===== src/rtl/mips_pkg.sv =====
// mips_pkg: opcodes, ALU op encodings, datapath select codes and control FSM states
// shared by the MIPS multicycle control slice.
package mips_pkg;

   localparam logic [5:0] OP_R    = 6'b000000;
   localparam logic [5:0] OP_LW   = 6'b100011;
   localparam logic [5:0] OP_SW   = 6'b101011;
   localparam logic [5:0] OP_BEQ  = 6'b000100;
   localparam logic [5:0] OP_ADDI = 6'b001000;
   localparam logic [5:0] OP_J    = 6'b000010;

   localparam logic [2:0] ALUOP_ADD  = 3'b000;
   localparam logic [2:0] ALUOP_FUNC = 3'b001;
   localparam logic [2:0] ALUOP_SUB  = 3'b010;

   localparam logic [1:0] SRCB_REGB   = 2'b00;
   localparam logic [1:0] SRCB_FOUR   = 2'b01;
   localparam logic [1:0] SRCB_IMM    = 2'b10;
   localparam logic [1:0] SRCB_IMM_SH = 2'b11;

   localparam logic [1:0] PCSRC_ALU    = 2'b00;
   localparam logic [1:0] PCSRC_ALUOUT = 2'b01;
   localparam logic [1:0] PCSRC_JUMP   = 2'b10;

   typedef enum logic [3:0] {
      S_RESET,
      S_FETCH,
      S_DECODE,
      S_EXEC,
      S_ALUWB,
      S_MEMADR,
      S_MEMRD,
      S_MEMWB,
      S_MEMWR,
      S_BRANCH,
      S_ADDIEX,
      S_ADDIWB,
      S_JUMP,
      S_ILLEGAL
   } state_t;

   // First state after DECODE for a given opcode; unknown opcodes trap.
   function automatic state_t decode_op(input logic [5:0] op);
      return op == OP_R                  ? S_EXEC   :
             op == OP_LW || op == OP_SW  ? S_MEMADR :
             op == OP_BEQ                ? S_BRANCH :
             op == OP_ADDI               ? S_ADDIEX :
             op == OP_J                  ? S_JUMP   : S_ILLEGAL;
   endfunction

endpackage


===== src/rtl/multicycle_control_if.sv =====
// multicycle_control_if: opcode/handshake inputs and datapath strobes between
// the multicycle controller (master) and the datapath (slave).
interface multicycle_control_if #(parameter int CNT_W = 32);

   logic [5:0]       Op;
   logic             Zero;
   logic             MemReady;
   logic             PcWrite;
   logic             PcWriteCond;
   logic             IorD;
   logic             MemRead;
   logic             MemWrite;
   logic             IrWrite;
   logic             MemToReg;
   logic             RegDst;
   logic             RegWrite;
   logic             AluSrcA;
   logic [1:0]       AluSrcB;
   logic [1:0]       PcSrc;
   logic [2:0]       Aop;
   logic             Illegal;
   logic [CNT_W-1:0] InstrCount;

   modport master (
      input  Op, Zero, MemReady,
      output PcWrite, PcWriteCond, IorD, MemRead, MemWrite, IrWrite, MemToReg,
             RegDst, RegWrite, AluSrcA, AluSrcB, PcSrc, Aop, Illegal, InstrCount
   );

   modport slave (
      output Op, Zero, MemReady,
      input  PcWrite, PcWriteCond, IorD, MemRead, MemWrite, IrWrite, MemToReg,
             RegDst, RegWrite, AluSrcA, AluSrcB, PcSrc, Aop, Illegal, InstrCount
   );

endinterface


===== src/rtl/retire_counter.sv =====
// retire_counter: wrapping enable counter of retired instructions, async active-low clear.
module retire_counter #(parameter int CNT_W = 32) (
   input  logic             Clk,
   input  logic             Rst_n,
   input  logic             en,
   output logic [CNT_W-1:0] count
);

   always_ff @(posedge Clk or negedge Rst_n)
      if (!Rst_n)
         count <= '0;
      else if (en)
         count <= count + CNT_W'(1);

endmodule


===== src/rtl/multicycle_control.sv =====
// multicycle_control: main control FSM of the multicycle MIPS datapath; sequences
// fetch/decode/execute/memory/writeback and decodes every datapath strobe from state.
module multicycle_control
   import mips_pkg::*;
#(
   parameter int CNT_W = 32
) (
   input logic                  Clk,
   input logic                  Rst_n,
   multicycle_control_if.master bus
);

   state_t state, state_next;
   logic   retire;
   logic   unused_zero;

   // Zero only qualifies PcWriteCond inside the datapath.
   assign unused_zero = bus.Zero;

   always_ff @(posedge Clk or negedge Rst_n)
      if (!Rst_n)
         state <= S_RESET;
      else
         state <= state_next;

   always_comb begin
      state_next      = state;
      retire          = 1'b0;
      bus.PcWrite     = 1'b0;
      bus.PcWriteCond = 1'b0;
      bus.IorD        = 1'b0;
      bus.MemRead     = 1'b0;
      bus.MemWrite    = 1'b0;
      bus.IrWrite     = 1'b0;
      bus.MemToReg    = 1'b0;
      bus.RegDst      = 1'b0;
      bus.RegWrite    = 1'b0;
      bus.AluSrcA     = 1'b0;
      bus.AluSrcB     = SRCB_REGB;
      bus.PcSrc       = PCSRC_ALU;
      bus.Aop         = ALUOP_ADD;
      bus.Illegal     = 1'b0;
      case (state)
         S_RESET:
            state_next = S_FETCH;
         S_FETCH: begin
            bus.MemRead = 1'b1;
            bus.AluSrcB = SRCB_FOUR;
            bus.IrWrite = bus.MemReady;
            bus.PcWrite = bus.MemReady;
            state_next  = bus.MemReady ? S_DECODE : S_FETCH;
         end
         S_DECODE: begin
            bus.AluSrcB = SRCB_IMM_SH;
            state_next  = decode_op(bus.Op);
         end
         S_EXEC: begin
            bus.AluSrcA = 1'b1;
            bus.Aop     = ALUOP_FUNC;
            state_next  = S_ALUWB;
         end
         S_ALUWB: begin
            bus.RegDst   = 1'b1;
            bus.RegWrite = 1'b1;
            retire       = 1'b1;
            state_next   = S_FETCH;
         end
         S_MEMADR: begin
            bus.AluSrcA = 1'b1;
            bus.AluSrcB = SRCB_IMM;
            state_next  = bus.Op == OP_LW ? S_MEMRD : S_MEMWR;
         end
         S_MEMRD: begin
            bus.MemRead = 1'b1;
            bus.IorD    = 1'b1;
            state_next  = bus.MemReady ? S_MEMWB : S_MEMRD;
         end
         S_MEMWB: begin
            bus.MemToReg = 1'b1;
            bus.RegWrite = 1'b1;
            retire       = 1'b1;
            state_next   = S_FETCH;
         end
         S_MEMWR: begin
            bus.MemWrite = 1'b1;
            bus.IorD     = 1'b1;
            retire       = bus.MemReady;
            state_next   = bus.MemReady ? S_FETCH : S_MEMWR;
         end
         S_BRANCH: begin
            bus.AluSrcA     = 1'b1;
            bus.Aop         = ALUOP_SUB;
            bus.PcWriteCond = 1'b1;
            bus.PcSrc       = PCSRC_ALUOUT;
            retire          = 1'b1;
            state_next      = S_FETCH;
         end
         S_ADDIEX: begin
            bus.AluSrcA = 1'b1;
            bus.AluSrcB = SRCB_IMM;
            state_next  = S_ADDIWB;
         end
         S_ADDIWB: begin
            bus.RegWrite = 1'b1;
            retire       = 1'b1;
            state_next   = S_FETCH;
         end
         S_JUMP: begin
            bus.PcWrite = 1'b1;
            bus.PcSrc   = PCSRC_JUMP;
            retire      = 1'b1;
            state_next  = S_FETCH;
         end
         S_ILLEGAL:
            bus.Illegal = 1'b1;
         default:
            state_next = S_RESET;
      endcase
   end

   retire_counter #(.CNT_W(CNT_W)) u_retire_counter (
      .Clk   (Clk),
      .Rst_n (Rst_n),
      .en    (retire),
      .count (bus.InstrCount)
   );

endmodule


===== src/flat_wrapper.sv =====
// flat-port wrapper written by rule: the top's interface ports become plain ports
module multicycle_control_flat import mips_pkg::*;
#(
   parameter int CNT_W = 32
)
  (Clk, Rst_n, bus_Op, bus_Zero, bus_MemReady, bus_PcWrite, bus_PcWriteCond, bus_IorD, bus_MemRead, bus_MemWrite, bus_IrWrite, bus_MemToReg, bus_RegDst, bus_RegWrite, bus_AluSrcA, bus_AluSrcB, bus_PcSrc, bus_Aop, bus_Illegal, bus_InstrCount);
  multicycle_control_if #(.CNT_W(CNT_W)) bus_i ();
  input logic Clk;
  input logic Rst_n;
  input wire logic [$bits(bus_i.Op)-1:0] bus_Op;
  input wire logic [$bits(bus_i.Zero)-1:0] bus_Zero;
  input wire logic [$bits(bus_i.MemReady)-1:0] bus_MemReady;
  output wire logic [$bits(bus_i.PcWrite)-1:0] bus_PcWrite;
  output wire logic [$bits(bus_i.PcWriteCond)-1:0] bus_PcWriteCond;
  output wire logic [$bits(bus_i.IorD)-1:0] bus_IorD;
  output wire logic [$bits(bus_i.MemRead)-1:0] bus_MemRead;
  output wire logic [$bits(bus_i.MemWrite)-1:0] bus_MemWrite;
  output wire logic [$bits(bus_i.IrWrite)-1:0] bus_IrWrite;
  output wire logic [$bits(bus_i.MemToReg)-1:0] bus_MemToReg;
  output wire logic [$bits(bus_i.RegDst)-1:0] bus_RegDst;
  output wire logic [$bits(bus_i.RegWrite)-1:0] bus_RegWrite;
  output wire logic [$bits(bus_i.AluSrcA)-1:0] bus_AluSrcA;
  output wire logic [$bits(bus_i.AluSrcB)-1:0] bus_AluSrcB;
  output wire logic [$bits(bus_i.PcSrc)-1:0] bus_PcSrc;
  output wire logic [$bits(bus_i.Aop)-1:0] bus_Aop;
  output wire logic [$bits(bus_i.Illegal)-1:0] bus_Illegal;
  output wire logic [$bits(bus_i.InstrCount)-1:0] bus_InstrCount;
  assign bus_i.Op = bus_Op;
  assign bus_i.Zero = bus_Zero;
  assign bus_i.MemReady = bus_MemReady;
  assign bus_PcWrite = bus_i.PcWrite;
  assign bus_PcWriteCond = bus_i.PcWriteCond;
  assign bus_IorD = bus_i.IorD;
  assign bus_MemRead = bus_i.MemRead;
  assign bus_MemWrite = bus_i.MemWrite;
  assign bus_IrWrite = bus_i.IrWrite;
  assign bus_MemToReg = bus_i.MemToReg;
  assign bus_RegDst = bus_i.RegDst;
  assign bus_RegWrite = bus_i.RegWrite;
  assign bus_AluSrcA = bus_i.AluSrcA;
  assign bus_AluSrcB = bus_i.AluSrcB;
  assign bus_PcSrc = bus_i.PcSrc;
  assign bus_Aop = bus_i.Aop;
  assign bus_Illegal = bus_i.Illegal;
  assign bus_InstrCount = bus_i.InstrCount;
  multicycle_control #(.CNT_W(CNT_W)) u_core (.Clk(Clk), .Rst_n(Rst_n), .bus(bus_i));
endmodule

===== config.mk =====
export PLATFORM = sky130hd
export DESIGN_NAME = multicycle_control_flat
export DESIGN_NICKNAME = d
export VERILOG_FILES = /design/src/rtl/mips_pkg.sv /design/src/rtl/multicycle_control_if.sv /design/src/rtl/retire_counter.sv /design/src/rtl/multicycle_control.sv /design/src/flat_wrapper.sv
export SDC_FILE = /design/constraint.sdc
export NUM_CORES = 1
export LEC_CHECK = 0
export CORE_ASPECT_RATIO = 0.75
export CORE_UTILIZATION = 35
export DETAILED_ROUTE_END_ITERATION = 16
export HOLD_SLACK_MARGIN = 0.05
export PLACE_DENSITY_LB_ADDON = 0.12
export SYNTH_ARGS = -nofsm -noshare
export SYNTH_HDL_FRONTEND = slang
export SYNTH_HIERARCHICAL = 1
export SYNTH_SLANG_ARGS = --single-unit

===== constraint.sdc =====
create_clock -name Clk -period 8.2 [get_ports Clk]
set_input_delay 0.82 -clock Clk [delete_from_list [all_inputs] [get_ports Clk]]
set_output_delay 0.82 -clock Clk [all_outputs]
set_load 0.1 [all_outputs]

==> load_flow_metrics.sql <==
INSERT INTO impl_metrics (metric_group, metric, value, unit) VALUES
('synthesis', 'synth_largest_area_cell', 'sky130_fd_sc_hd__dfrtp_1', ''),
('timing', 'worst_case_headroom_to_the_max_slew_limit', '34.82', '%'),
('cells_and_area', 'post_route_cells_drive_above_1_share', '7.063', '%'),
('outcome', 'run_status', 'completed', ''),
('cells_and_area', 'core_util_final', '50.06', '%'),
('cells_and_area', 'seq_area', '900.9', 'um2'),
('cells_and_area', 'final_common_cell', 'sky130_fd_sc_hd__clkdlybuf4s50_1', ''),
('drt', 'detail-route-antenna-nets', '0', ''),
('timing', 'final_min_period_over_clock_period', '45.89', '%'),
('critical_path', 'end_kind', 'output port', ''),
('placement', 'placed_area', '0.002635', 'mm2'),
('grt', 'groute.usage.overall', '15.95', '%'),
('synthesis', 'avgSynthCellArea', '9.520', 'um2'),
('clock_network', 'post_cts.resized_instances', '0', ''),
('grt', 'grt_util_met3', '4.156', '%'),
('synthesis', 'synth.cell_area', '0.002018', 'mm2'),
('critical_path', 'criticalPathCategory', 'input pin to output port', ''),
('clock_network', 'cts_root_buf', 'sky130_fd_sc_hd__clkbuf_8', ''),
('clock_network', 'cts_post_setup_buffers_inserted', '0', ''),
('clock_network', 'worst_skew_pair_later_pin_latency', '0.29', 'ns'),
('placement', 'pre_cts_slack', '4.416', 'ns'),
('critical_path', 'rrSetupSlack', '5.26', 'ns'),
('clock_network', 'inserted_clock_buffers', '5', ''),
('pwr', 'post-layout-total-power', '0.8637', 'mW'),
('floorplanning', 'pin_count', '60', ''),
('grt', 'grt_first_pass_wirelength', '7314', 'um'),
('drt', 'drc_errors_left', '0', ''),
('clock_network', 'clock_tree_buf_depth', '2', ''),
('drt', 'vias', '1700', ''),
('grt', 'globalRouteOverflowTotal', '0', ''),
('clock_network', 'tritoncts', 'yes', ''),
('pwr', 'vdd_drop_max', '0.2222', 'mV'),
('synthesis', 'netlist_top_cells_area', 'sky130_fd_sc_hd__dfrtp_1, sky130_fd_sc_hd__xnor2_1, sky130_fd_sc_hd__xor2_1', ''),
('placement', 'detailed_place_hpwl', '3360', 'um'),
('timing', 'finClkSkew', '0.01167', 'ns'),
('cells_and_area', 'multiInputGateArea', '0.001040', 'mm2'),
('placement', 'place.port_buffers', '57', ''),
('critical_path', 'worstReg2RegStart', 'u_core/state[0]', ''),
('synthesis', 'yosys_warnings', '6', ''),
('cells_and_area', 'layout.cells.most_common_list', 'sky130_fd_sc_hd__clkdlybuf4s50_1, sky130_fd_sc_hd__dfrtp_1, sky130_fd_sc_hd__nor2_1', ''),
('cells_and_area', 'syn_to_final_growth', '34.90', '%'),
('drt', 'viasPerCell', '4.942', ''),
('drt', 'detailedRoute.firstPassIterationCount', '4', ''),
('critical_path', 'arrival', '2.94', 'ns'),
('clock_network', 'hold_buffers', '0', ''),
('grt', 'grt_busiest_layer', 'met1', ''),
('floorplanning', 'die_area', '0.006077', 'mm2'),
('critical_path', 'critPathMaxStageDelay', '1.12', 'ns'),
('clock_network', 'htreeDepth', '2', ''),
('floorplanning', 'floorplan.die.width', '89.69', 'um'),
('min_path', 'hold_path_class', 'register to register', ''),
('cells_and_area', 'ant_diodes', '0', ''),
('floorplanning', 'floorplan.die.height', '67.76', 'um'),
('timing', 'worst_slack', '4.437', 'ns'),
('timing', 'finalWorstPathRequiredPeriod', '3.763', 'ns'),
('timing', 'final-setup-viol-count', '0', ''),
('timing', 'timing.setup.tns', '0', 'ns'),
('grt', 'grt_antenna_before_repair', '0', ''),
('clock_network', 'clk_pin_slew_worst_paths', '0.08', 'ns'),
('timing', 'rsz_0062_raised_after_global_routing', 'no', ''),
('critical_path', 'timing.critical_path.from', 'bus_MemReady', ''),
('grt', 'number_of_global_route_vias_before_repair', '1449', ''),
('cells_and_area', 'final.fill_count', '498', ''),
('flow_run', 'cap_viol_max_count', '0', ''),
('critical_path', 'critPathSlowestCell', 'sky130_fd_sc_hd__clkdlybuf4s50_1', ''),
('critical_path', 'crit_path_cell_trace', 'clkdlybuf4s50_1 > nor2b_1 > and3_1 > clkdlybuf4s50_1', ''),
('critical_path', 'reg2reg_to', 'u_core/u_retire_counter/count[31]', ''),
('timing', 'worstMarginPinSlew', '0.9746', 'ns'),
('synthesis', 'ys_seq_area_share', '44.64', '%'),
('synthesis', 'distinct_cell_type_count_after_synthesis', '42', ''),
('floorplanning', 'start_util', '37.11', '%');
==> flip-flops by register name (all words and copies together) (netlist names) <==
register / flops
u_core/state: 4
u_core/u_retire_counter/count: 32
==> Yosys cell counts, drive strengths merged <==
| master | instances |
|---|---|
| and3 | 5 |
| a21oi | 5 |
| ha | 1 |
| a22oi | 1 |
| o21ai | 5 |
| o31ai | 2 |
| nor3 | 11 |
| nor3b | 1 |
| nand4 | 12 |
| xnor2 | 20 |
| mux2 | 1 |
| nor2 | 21 |
| and4 | 4 |
| or4 | 1 |
| and2 | 3 |
| nor4 | 6 |
| or2 | 1 |
| a221oi | 1 |
| inv | 4 |
| dfrtp | 36 |
| nand3 | 11 |
| a211oi | 1 |
| nor2b | 2 |
| a221o | 1 |
| a31oi | 2 |
| xor2 | 12 |
| nand2b | 4 |
| a2111oi | 1 |
| buf | 7 |
| or3b | 1 |
| nand2 | 19 |
| conb | 1 |
| nor4b | 1 |
| clkbuf | 3 |
| o22ai | 5 |
==> through the flow <==
stage,hold WS (ns),instances
floorplan,0.5244,212
global placement,0.4618,336
detailed placement,0.4678,336
CTS,0.4810,344
global route,0.5146,344
finish,0.4822,344
==> kinds of logic (layout without fill, tap and decap cells) <==
| group | Yosys count | in the layout | share of synthesized area (%) |
|---|---|---|---|
| flops | 36 | 36 | 44.64 |
| xor+xnor | 32 | 32 | 13.89 |
| fa+ha+maj | 1 | 1 | 0.6199 |
| buf+inv | 14 | 71 | 3.844 |
| mux | 1 | 1 | 0.5579 |
| simple gates | 103 | 103 | 28.77 |
| other cells | 1 | 1 | 0.1858 |
| compound gates | 24 | 24 | 7.501 |
==> layer usage <==
layer,part of all wire [%],wire [um],up-vias
li1,-,-,867
met1,56,2533,787
met2,39,1766,41
met3,4.9,221,5
met4,0.64,29,0
met5,0,0,-
==> critical path: cells and delay by family <==
family,cells,cell delay (ns)
simple gates,2,0.45
buf+inv,2,1.66
==> power by group <==
part	internal, mW	switching [mW]	leakage, nW
Clock	0.0591	0.0631	0.0479
Combinational	0.120	0.368	0.589
Sequential	0.198	0.0548	0.479
==> cell type report <==
type | count | area share [%]
flip-flops and latches | 36 | 33.09
multi-input cells | 162 | 38.19
inverters | 4 | 0.5515
well taps | 75 | 3.447
clock buffers | 5 | 2.528
clock inverters | 3 | 0.6893
repair buffers | 59 | 21.51
==> worst min path at each step <==
| stage | startpoint | end | slack, ns | depth (start not counted) |
|---|---|---|---|---|
| 3_3_place_gp | u_core/u_retire_counter/count[31] | u_core/u_retire_counter/count[31] | 0.46 | 1 |
| 5_1_grt | u_core/u_retire_counter/count[31] | u_core/u_retire_counter/count[31] | 0.51 | 1 |
| 2_1_floorplan | Rst_n | u_core/state[0] | 0.52 | 0 |
| 4_1_cts | u_core/u_retire_counter/count[31] | u_core/u_retire_counter/count[31] | 0.48 | 1 |
| 3_5_place_dp | u_core/u_retire_counter/count[31] | u_core/u_retire_counter/count[31] | 0.47 | 1 |
| 6_report | u_core/u_retire_counter/count[31] | u_core/u_retire_counter/count[31] | 0.48 | 1 |
No activity file was read; power rests on OpenSTA's default activity.
